**config.mk**
```make
export PLATFORM = sky130hd
export DESIGN_NAME = multicycle_ctrl_flat
export DESIGN_NICKNAME = d
export VERILOG_FILES = /design/src/rtl/mc_pkg.sv /design/src/rtl/multicycle_ctrl_if.sv /design/src/rtl/mc_wait_timer.sv /design/src/rtl/multicycle_ctrl.sv /design/src/flat_wrapper.sv
export SDC_FILE = /design/constraint.sdc
export NUM_CORES = 1
export LEC_CHECK = 0
export ABC_AREA = 1
export BUFFER_PORTS_ARGS = -buffer_cell sky130_fd_sc_hd__buf_2
export CAP_MARGIN = 20
export CORE_MARGIN = 10
export CORE_UTILIZATION = 37
export CTS_BUF_LIST = sky130_fd_sc_hd__clkbuf_8
export DETAILED_ROUTE_END_ITERATION = 8
export PLACE_DENSITY = 0.59
export SLEW_MARGIN = 0
export SYNTH_ARGS = -nofsm -noshare
export SYNTH_HDL_FRONTEND = slang
export SYNTH_SLANG_ARGS = --single-unit
```
**constraint.sdc**
```tcl
create_clock -name clk_i -period 4 [get_ports clk_i]
set_input_delay 0.8 -clock clk_i [delete_from_list [all_inputs] [get_ports clk_i]]
set_output_delay 0.8 -clock clk_i [all_outputs]
set_load 0.05 [all_outputs]
```
**src/rtl/mc_pkg.sv**
```systemverilog
// Shared types and encodings for the multi-cycle CPU sequencing controller.
package mc_pkg;

  typedef enum logic [2:0] {
    S_FETCH  = 3'd0,
    S_DECODE = 3'd1,
    S_EXEC   = 3'd2,
    S_MEM    = 3'd3,
    S_WB     = 3'd4,
    S_HALT   = 3'd5
  } state_e;

  localparam logic [5:0] OP_RTYPE = 6'h00;
  localparam logic [5:0] OP_ADDI  = 6'h08;
  localparam logic [5:0] OP_LUI   = 6'h0F;
  localparam logic [5:0] OP_LW    = 6'h23;
  localparam logic [5:0] OP_SW    = 6'h2B;
  localparam logic [5:0] OP_BEQ   = 6'h04;
  localparam logic [5:0] OP_J     = 6'h02;

  localparam logic [2:0] ADD   = 3'b000;
  localparam logic [2:0] SUB   = 3'b001;
  localparam logic [2:0] RTYPE = 3'b010;
  localparam logic [2:0] LUI   = 3'b100;

  localparam logic [1:0] PC_SRC_SEQ    = 2'd0;
  localparam logic [1:0] PC_SRC_BRANCH = 2'd1;
  localparam logic [1:0] PC_SRC_JUMP   = 2'd2;

  localparam logic [1:0] ALU_B_RT      = 2'd0;
  localparam logic [1:0] ALU_B_FOUR    = 2'd1;
  localparam logic [1:0] ALU_B_IMM     = 2'd2;
  localparam logic [1:0] ALU_B_IMM_SH2 = 2'd3;

endpackage

```
**src/rtl/multicycle_ctrl_if.sv**
```systemverilog
// Shared instruction/data memory port between the controller and memory.
interface multicycle_ctrl_if;
  logic mem_req_o;
  logic mem_we_o;
  logic iord_o;
  logic mem_ready_i;

  modport master (output mem_req_o, output mem_we_o, output iord_o, input mem_ready_i);
  modport slave  (input mem_req_o, input mem_we_o, input iord_o, output mem_ready_i);
endinterface

```
**src/rtl/mc_wait_timer.sv**
```systemverilog
// Memory wait-cycle counter: clears, counts stalled cycles, flags expiry at TIMEOUT.
module mc_wait_timer #(
  parameter int TIMEOUT = 15
) (
  input  logic clk_i,
  input  logic rst_n,
  input  logic inc_i,
  output logic expired_o
);

  localparam logic [7:0] LIMIT = 8'(TIMEOUT);

  logic [7:0] cnt_q, cnt_d;

  // Any cycle that is not a stalled access leaves the counter at zero.
  always_comb begin
    cnt_d = '0;
    if (inc_i) cnt_d = cnt_q + 8'd1;
  end

  always_ff @(posedge clk_i) begin
    if (!rst_n) cnt_q <= '0;
    else        cnt_q <= cnt_d;
  end

  assign expired_o = (cnt_q == LIMIT);

endmodule

```
**src/rtl/multicycle_ctrl.sv**
```systemverilog
// Moore sequencing controller stepping each instruction through FETCH..WB.
//   state    | meaning
//   FETCH    | read instruction at PC, load IR, PC <= PC+4
//   DECODE   | precompute branch target in ALU
//   EXEC     | opcode-specific ALU op, branch/jump resolve
//   MEM      | data access at ALU-out address (lw/sw)
//   WB       | register-file write
//   HALT     | stopped after memory timeout, reset only exit
module multicycle_ctrl
  import mc_pkg::*;
#(
  parameter int TIMEOUT = 15,
  parameter int CNT_W   = 32
) (
  input  logic                 clk_i,
  input  logic                 rst_n,
  multicycle_ctrl_if.master    mem,
  input  logic [5:0]           opcode_i,
  output logic                 ir_write_o,
  output logic                 pc_write_o,
  output logic                 pc_write_cond_o,
  output logic [1:0]           pc_src_o,
  output logic                 alu_src_a_o,
  output logic [1:0]           alu_src_b_o,
  output logic [2:0]           alu_op_o,
  output logic                 reg_dst_o,
  output logic                 mem_to_reg_o,
  output logic                 reg_write_o,
  output logic                 illegal_o,
  output logic                 bus_err_o,
  output logic                 halted_o,
  output logic [CNT_W-1:0]     retired_o
);

  state_e             state_q, state_d;
  logic [CNT_W-1:0]   retired_q, retired_d;
  logic               retire;
  logic               timer_inc;
  logic               timer_expired;

  mc_wait_timer #(.TIMEOUT(TIMEOUT)) u_wait_timer (
    .clk_i     (clk_i),
    .rst_n     (rst_n),
    .inc_i     (timer_inc),
    .expired_o (timer_expired)
  );

  always_comb begin
    state_d         = state_q;
    retire          = 1'b0;
    timer_inc       = 1'b0;
    mem.mem_req_o   = 1'b0;
    mem.mem_we_o    = 1'b0;
    mem.iord_o      = 1'b0;
    ir_write_o      = 1'b0;
    pc_write_o      = 1'b0;
    pc_write_cond_o = 1'b0;
    pc_src_o        = PC_SRC_SEQ;
    alu_src_a_o     = 1'b0;
    alu_src_b_o     = ALU_B_RT;
    alu_op_o        = ADD;
    reg_dst_o       = 1'b0;
    mem_to_reg_o    = 1'b0;
    reg_write_o     = 1'b0;
    illegal_o       = 1'b0;
    bus_err_o       = 1'b0;
    halted_o        = 1'b0;

    case (state_q)
      S_FETCH: begin
        alu_src_b_o = ALU_B_FOUR;
        // A ready in the expiry cycle still counts as a completed fetch.
        if (mem.mem_ready_i) begin
          mem.mem_req_o = 1'b1;
          ir_write_o    = 1'b1;
          pc_write_o    = 1'b1;
          state_d       = S_DECODE;
        end else if (timer_expired) begin
          bus_err_o = 1'b1;
          state_d   = S_HALT;
        end else begin
          mem.mem_req_o = 1'b1;
          timer_inc     = 1'b1;
        end
      end
      S_DECODE: begin
        alu_src_b_o = ALU_B_IMM_SH2;
        state_d     = S_EXEC;
      end
      S_EXEC: begin
        state_d = S_FETCH;
        case (opcode_i)
          OP_RTYPE: begin
            alu_op_o = RTYPE;
            state_d  = S_WB;
          end
          OP_ADDI: begin
            alu_src_a_o = 1'b1;
            alu_src_b_o = ALU_B_IMM;
            state_d     = S_WB;
          end
          OP_LUI: begin
            alu_op_o = LUI;
            state_d  = S_WB;
          end
          OP_LW, OP_SW: begin
            alu_src_a_o = 1'b1;
            alu_src_b_o = ALU_B_IMM;
            state_d     = S_MEM;
          end
          OP_BEQ: begin
            alu_src_a_o     = 1'b1;
            alu_op_o        = SUB;
            pc_write_cond_o = 1'b1;
            pc_src_o        = PC_SRC_BRANCH;
            retire          = 1'b1;
          end
          OP_J: begin
            pc_write_o = 1'b1;
            pc_src_o   = PC_SRC_JUMP;
            retire     = 1'b1;
          end
          default: illegal_o = 1'b1;
        endcase
      end
      S_MEM: begin
        mem.iord_o = 1'b1;
        if (mem.mem_ready_i) begin
          mem.mem_req_o = 1'b1;
          mem.mem_we_o  = (opcode_i == OP_SW);
          if (opcode_i == OP_LW) begin
            state_d = S_WB;
          end else begin
            state_d = S_FETCH;
            retire  = 1'b1;
          end
        end else if (timer_expired) begin
          bus_err_o = 1'b1;
          state_d   = S_HALT;
        end else begin
          mem.mem_req_o = 1'b1;
          mem.mem_we_o  = (opcode_i == OP_SW);
          timer_inc     = 1'b1;
        end
      end
      S_WB: begin
        reg_write_o  = 1'b1;
        reg_dst_o    = (opcode_i == OP_RTYPE);
        mem_to_reg_o = (opcode_i == OP_LW);
        state_d      = S_FETCH;
        retire       = 1'b1;
      end
      S_HALT:  halted_o = 1'b1;
      default: state_d  = S_FETCH;
    endcase

    // Reset abandons any access in flight and silences every strobe.
    if (!rst_n) begin
      state_d         = S_FETCH;
      retire          = 1'b0;
      timer_inc       = 1'b0;
      mem.mem_req_o   = 1'b0;
      mem.mem_we_o    = 1'b0;
      mem.iord_o      = 1'b0;
      ir_write_o      = 1'b0;
      pc_write_o      = 1'b0;
      pc_write_cond_o = 1'b0;
      pc_src_o        = PC_SRC_SEQ;
      alu_src_a_o     = 1'b0;
      alu_src_b_o     = ALU_B_RT;
      alu_op_o        = ADD;
      reg_dst_o       = 1'b0;
      mem_to_reg_o    = 1'b0;
      reg_write_o     = 1'b0;
      illegal_o       = 1'b0;
      bus_err_o       = 1'b0;
      halted_o        = 1'b0;
    end
  end

  always_comb begin
    retired_d = retired_q;
    if (retire) retired_d = retired_q + CNT_W'(1);
  end

  always_ff @(posedge clk_i) begin
    if (!rst_n) begin
      state_q   <= S_FETCH;
      retired_q <= '0;
    end else begin
      state_q   <= state_d;
      retired_q <= retired_d;
    end
  end

  assign retired_o = retired_q;

endmodule

```
**src/flat_wrapper.sv**
```systemverilog
// flat-port wrapper written by rule: the top's interface ports become plain ports
module multicycle_ctrl_flat import mc_pkg::*;
#(
  parameter int TIMEOUT = 15,
  parameter int CNT_W   = 32
)
  (clk_i, rst_n, opcode_i, ir_write_o, pc_write_o, pc_write_cond_o, pc_src_o, alu_src_a_o, alu_src_b_o, alu_op_o, reg_dst_o, mem_to_reg_o, reg_write_o, illegal_o, bus_err_o, halted_o, retired_o, mem_mem_req_o, mem_mem_we_o, mem_iord_o, mem_mem_ready_i);
  multicycle_ctrl_if mem_i ();
  input  logic clk_i;
  input  logic rst_n;
  input  logic [5:0] opcode_i;
  output logic ir_write_o;
  output logic pc_write_o;
  output logic pc_write_cond_o;
  output logic [1:0] pc_src_o;
  output logic alu_src_a_o;
  output logic [1:0] alu_src_b_o;
  output logic [2:0] alu_op_o;
  output logic reg_dst_o;
  output logic mem_to_reg_o;
  output logic reg_write_o;
  output logic illegal_o;
  output logic bus_err_o;
  output logic halted_o;
  output logic [CNT_W-1:0] retired_o;
  output wire logic [$bits(mem_i.mem_req_o)-1:0] mem_mem_req_o;
  output wire logic [$bits(mem_i.mem_we_o)-1:0] mem_mem_we_o;
  output wire logic [$bits(mem_i.iord_o)-1:0] mem_iord_o;
  input wire logic [$bits(mem_i.mem_ready_i)-1:0] mem_mem_ready_i;
  assign mem_mem_req_o = mem_i.mem_req_o;
  assign mem_mem_we_o = mem_i.mem_we_o;
  assign mem_iord_o = mem_i.iord_o;
  assign mem_i.mem_ready_i = mem_mem_ready_i;
  multicycle_ctrl #(.TIMEOUT(TIMEOUT), .CNT_W(CNT_W)) u_core (.clk_i(clk_i), .rst_n(rst_n), .mem(mem_i), .opcode_i(opcode_i), .ir_write_o(ir_write_o), .pc_write_o(pc_write_o), .pc_write_cond_o(pc_write_cond_o), .pc_src_o(pc_src_o), .alu_src_a_o(alu_src_a_o), .alu_src_b_o(alu_src_b_o), .alu_op_o(alu_op_o), .reg_dst_o(reg_dst_o), .mem_to_reg_o(mem_to_reg_o), .reg_write_o(reg_write_o), .illegal_o(illegal_o), .bus_err_o(bus_err_o), .halted_o(halted_o), .retired_o(retired_o));
endmodule
```
==> key figures <==
Power
  – Switching pwr: 0.228 mW
  – Worst vdd ir: 0.137 mV
  – Leak: 1.42 nW
  – Clock power share: 35.0%
  – Net Sw Frac: 28.4%
  – Pint: 0.573 mW
  – Reg power frac: 54.3%
  – Comb power frac: 10.6%
  – Power per cell area: 233 nW/µm²

Placed design
  – Detailed Place HPWL: 6.26 mm
  – Post-place setup slack: 1260 ps
  – Routability Congestion: 0.928
  – Port bufs: 60

Timing
  – Max Clk Rate: 0.365 GHz
  – Least-Margin Pin Slew: 508 ps
  – TNS Setup: 0 ps
  – Setup Skew: 11.4 ps
  – RSZ-0062 raised after global routing: false
  – Slew headroom: 66.1%
  – # setup viols final: 0
  – Final hold vios: 0
  – Fin crit share: 68.4%
  – Final WS setup: 1260 ps
  – Fin crit period: 2740 ps
  – Slew Limit Fails: 0

Floorplanning
  – Area of the core: 7810 µm²
  – Die ar.: 12100 µm²
  – Die X: 110 µm
  – Initial Util: 38.4%
  – Row count: 32
  – I/O pins: 61
  – Die Y: 110 µm

Route
  – Vias: 3179
  – Drt first pass iters: 4
  – Post-route DRC: 0
  – Post-DR vias/cell: 4.82
  – Average routed wire per standard cell: 12.2 µm
  – DR iter-0 viols: 117
  – Final ANT Viol Nets: 0
  – WL final: 8.08 mm

Global route
  – Total Routing Usage GR: 13.2%
  – Initial antenna violation count: 0
  – First-pass GRT wire length: 13.2 mm
  – GR Overflow Total: 0
  – Number of global-route vias before repair: 2891
  – Largest net degree at the start of global routing: 52

Synth
  – FFs w/ async S/R, synth: 0%
  – Synthesized cell area: 3000 µm²
  – Post-Syn Instances: 504
  – Synth Register Bits: 43
  – Most area-hungry cell type in the Yosys netlist: dfxtp_1
  – Share of the synthesized area in the top cell type: 28.7%
  – Yosys warns: 0
  – Syn_area_per_cell: 5.96 µm²
  – Distinct cell type count after synthesis: 31
  – Area contributors post-synth: dfxtp_1, nand2_1, nor2_1
  – Post-synthesis sequential area ratio: 28.7%
  – Prevailing post-synth register cell: dfxtp_1
  – Synth Net Count: 515
  – Most common cell in the netlist: nand2_1
  – EDFF count, synth: 0
  – Post-synth top cells: nand2_1, nor2_1, inv_1

Clocking
  – Clock Tree Buf Depth: 2
  – CTS tree: built
  – Clock H-tree levels: 2
  – CTS hold repair buffers: 0
  – Number of CTS-inserted buffers: 5
  – Clock Latency Late Sink: 300 ps
  – Root buf cell: clkbuf_8
  – Post-cts sizing count: 0
  – Post-CTS Setup Repair Bufs: 0
  – Clk slew on worst S/H paths: 90 ps
  – Clk sinks: 43

Critical path
  – R2r setup slk: 2100 ps
  – Most used cell, CP: nand2_1
  – CP peak stage delay: 260 ps
  – R2R cell count: 8
  – Critical path endpoint: alu_src_b_o[1]
  – Worst Setup Start Kind: primary input
  – Worst reg2reg path endpoint: u_core.retired_o[29]
  – RR Startpoint: u_core.state_q[2]
  – WP data required: 3200 ps
  – Data arrival time of the critical path: 1940 ps
  – Worst-path cell chain: buf_2 > nor2_2 > and2_1 > nand2_1 > nor2_1 > nand2_1 > o21ai_0 > nand2_1 > inv_1 > buf_2
  – Setup CP Type: in2out
  – Worst setup EP type: output pin
  – WP depth: 10
  – Slowest CP cell: buf_2
  – Worst path bufs/invs: 3
  – Top cell family by delay on the critical path: simple AND/OR/NAND/NOR gates
  – CP max FO: 4
  – Critical path startpoint: opcode_i[4]

Hold path
  – Min-delay src: u_core.u_wait_timer.cnt_q[0]
  – Worst Hold Depth: 1
  – HP Class: reg2reg

Finish
  – Diode count: 0
  – Nets: 568
  – # fillers: 871
  – P&R area growth vs syn: 14.5%
  – Share of cells above drive strength 1: 17.7%

Job
  – Max_cap viols: 0

Status
  – Outcome: finished clean
-- stage by stage --
stage / util [%] / hold WS, ps / cells / total power [mW] / instance area, µm²
floorplan: - / 418 / 504 / 0.510 / 3000
global placement: 42.9 / 429 / 652 / 0.531 / 3350
detailed placement: 42.9 / 443 / 652 / 0.531 / 3350
CTS: 44.0 / 456 / 660 / 0.820 / 3440
global route: 44.0 / 493 / 660 / 0.841 / 3440
finish: 44.0 / 455 / 660 / 0.801 / 3440
-- cells by family (layout without fill, tap and decap cells) --
kind of cell / Yosys count / in the layout / synth area share [%]
compound gates: 41 / 41 / 7.00
xor+xnor: 12 / 12 / 3.50
fa+ha+maj: 2 / 2 / 0.834
buf+inv: 77 / 131 / 10.9
flops: 43 / 43 / 28.7
simple gates: 329 / 329 / 49.1
-- per-layer routing --
layer  GRT usage [%]  part of all wire (%)
met5               0                     0
met4            2.97                  0.73
met3            4.70                   8.4
met2            21.4                    45
met1            16.5                    46
-- layout by cell type, fill, tap and decap left out, drive strengths merged --
master,count
buf,62
a31oi,1
dfxtp,43
clkinvlp,2
clkbuf,5
ha,2
nand4,11
nand2,151
xor2,4
clkinv,1
nor3b,3
xnor2,8
nand3,57
nor2,100
and2,1
o22ai,1
inv,61
o21ai,10
nor3,6
a21oi,28
o211ai,1
-- layout make-up --
class / count / area, µm² / share of cell area [%]
multi-input combinational: 384 / 1810 / 52.8
sequential: 43 / 861 / 25.1
timing repair buffer: 62 / 315 / 9.18
inverter: 61 / 229 / 6.66
tap: 102 / 128 / 3.71
clock buffer: 5 / 68.8 / 2.00
clock inverter: 3 / 20.0 / 0.583
-- flip-flops by register name, indices dropped and copies added (netlist names) --
| name | cells |
|---|---|
| u_core.retired_o | 32 |
| u_core.state_q | 3 |
| u_core.u_wait_timer.cnt_q | 8 |
-- power by group through the flow --
stage          Combinational, mW  Sequential, mW  Clock [mW]
4_1_cts                   0.0860           0.435       0.299
3_3_place_gp              0.0853           0.445           0
6_report                  0.0851           0.435       0.281
3_5_place_dp              0.0858           0.445           0
2_1_floorplan             0.0633           0.447           0
5_1_grt                   0.0955           0.436       0.309
-- worst register-to-register path: stages (launching register included) --
cell	delay [ps]
dfxtp_1	510
inv_2	60
nand3_2	110
inv_2	60
nand2_2	80
nand3_4	360
nand2_4	410
nand2_1	90
a21oi_1	160
-- worst min path at each step --
stage                     slack (ps)                            to
after floorplan                  420  u_core.u_wait_timer.cnt_q[0]
after global placement           430  u_core.u_wait_timer.cnt_q[0]
after detailed placement         440  u_core.u_wait_timer.cnt_q[0]
after CTS                        460  u_core.u_wait_timer.cnt_q[0]
after global routing             490  u_core.u_wait_timer.cnt_q[0]
final                            460  u_core.u_wait_timer.cnt_q[0]
No activity file was read; power rests on OpenSTA's default activity.
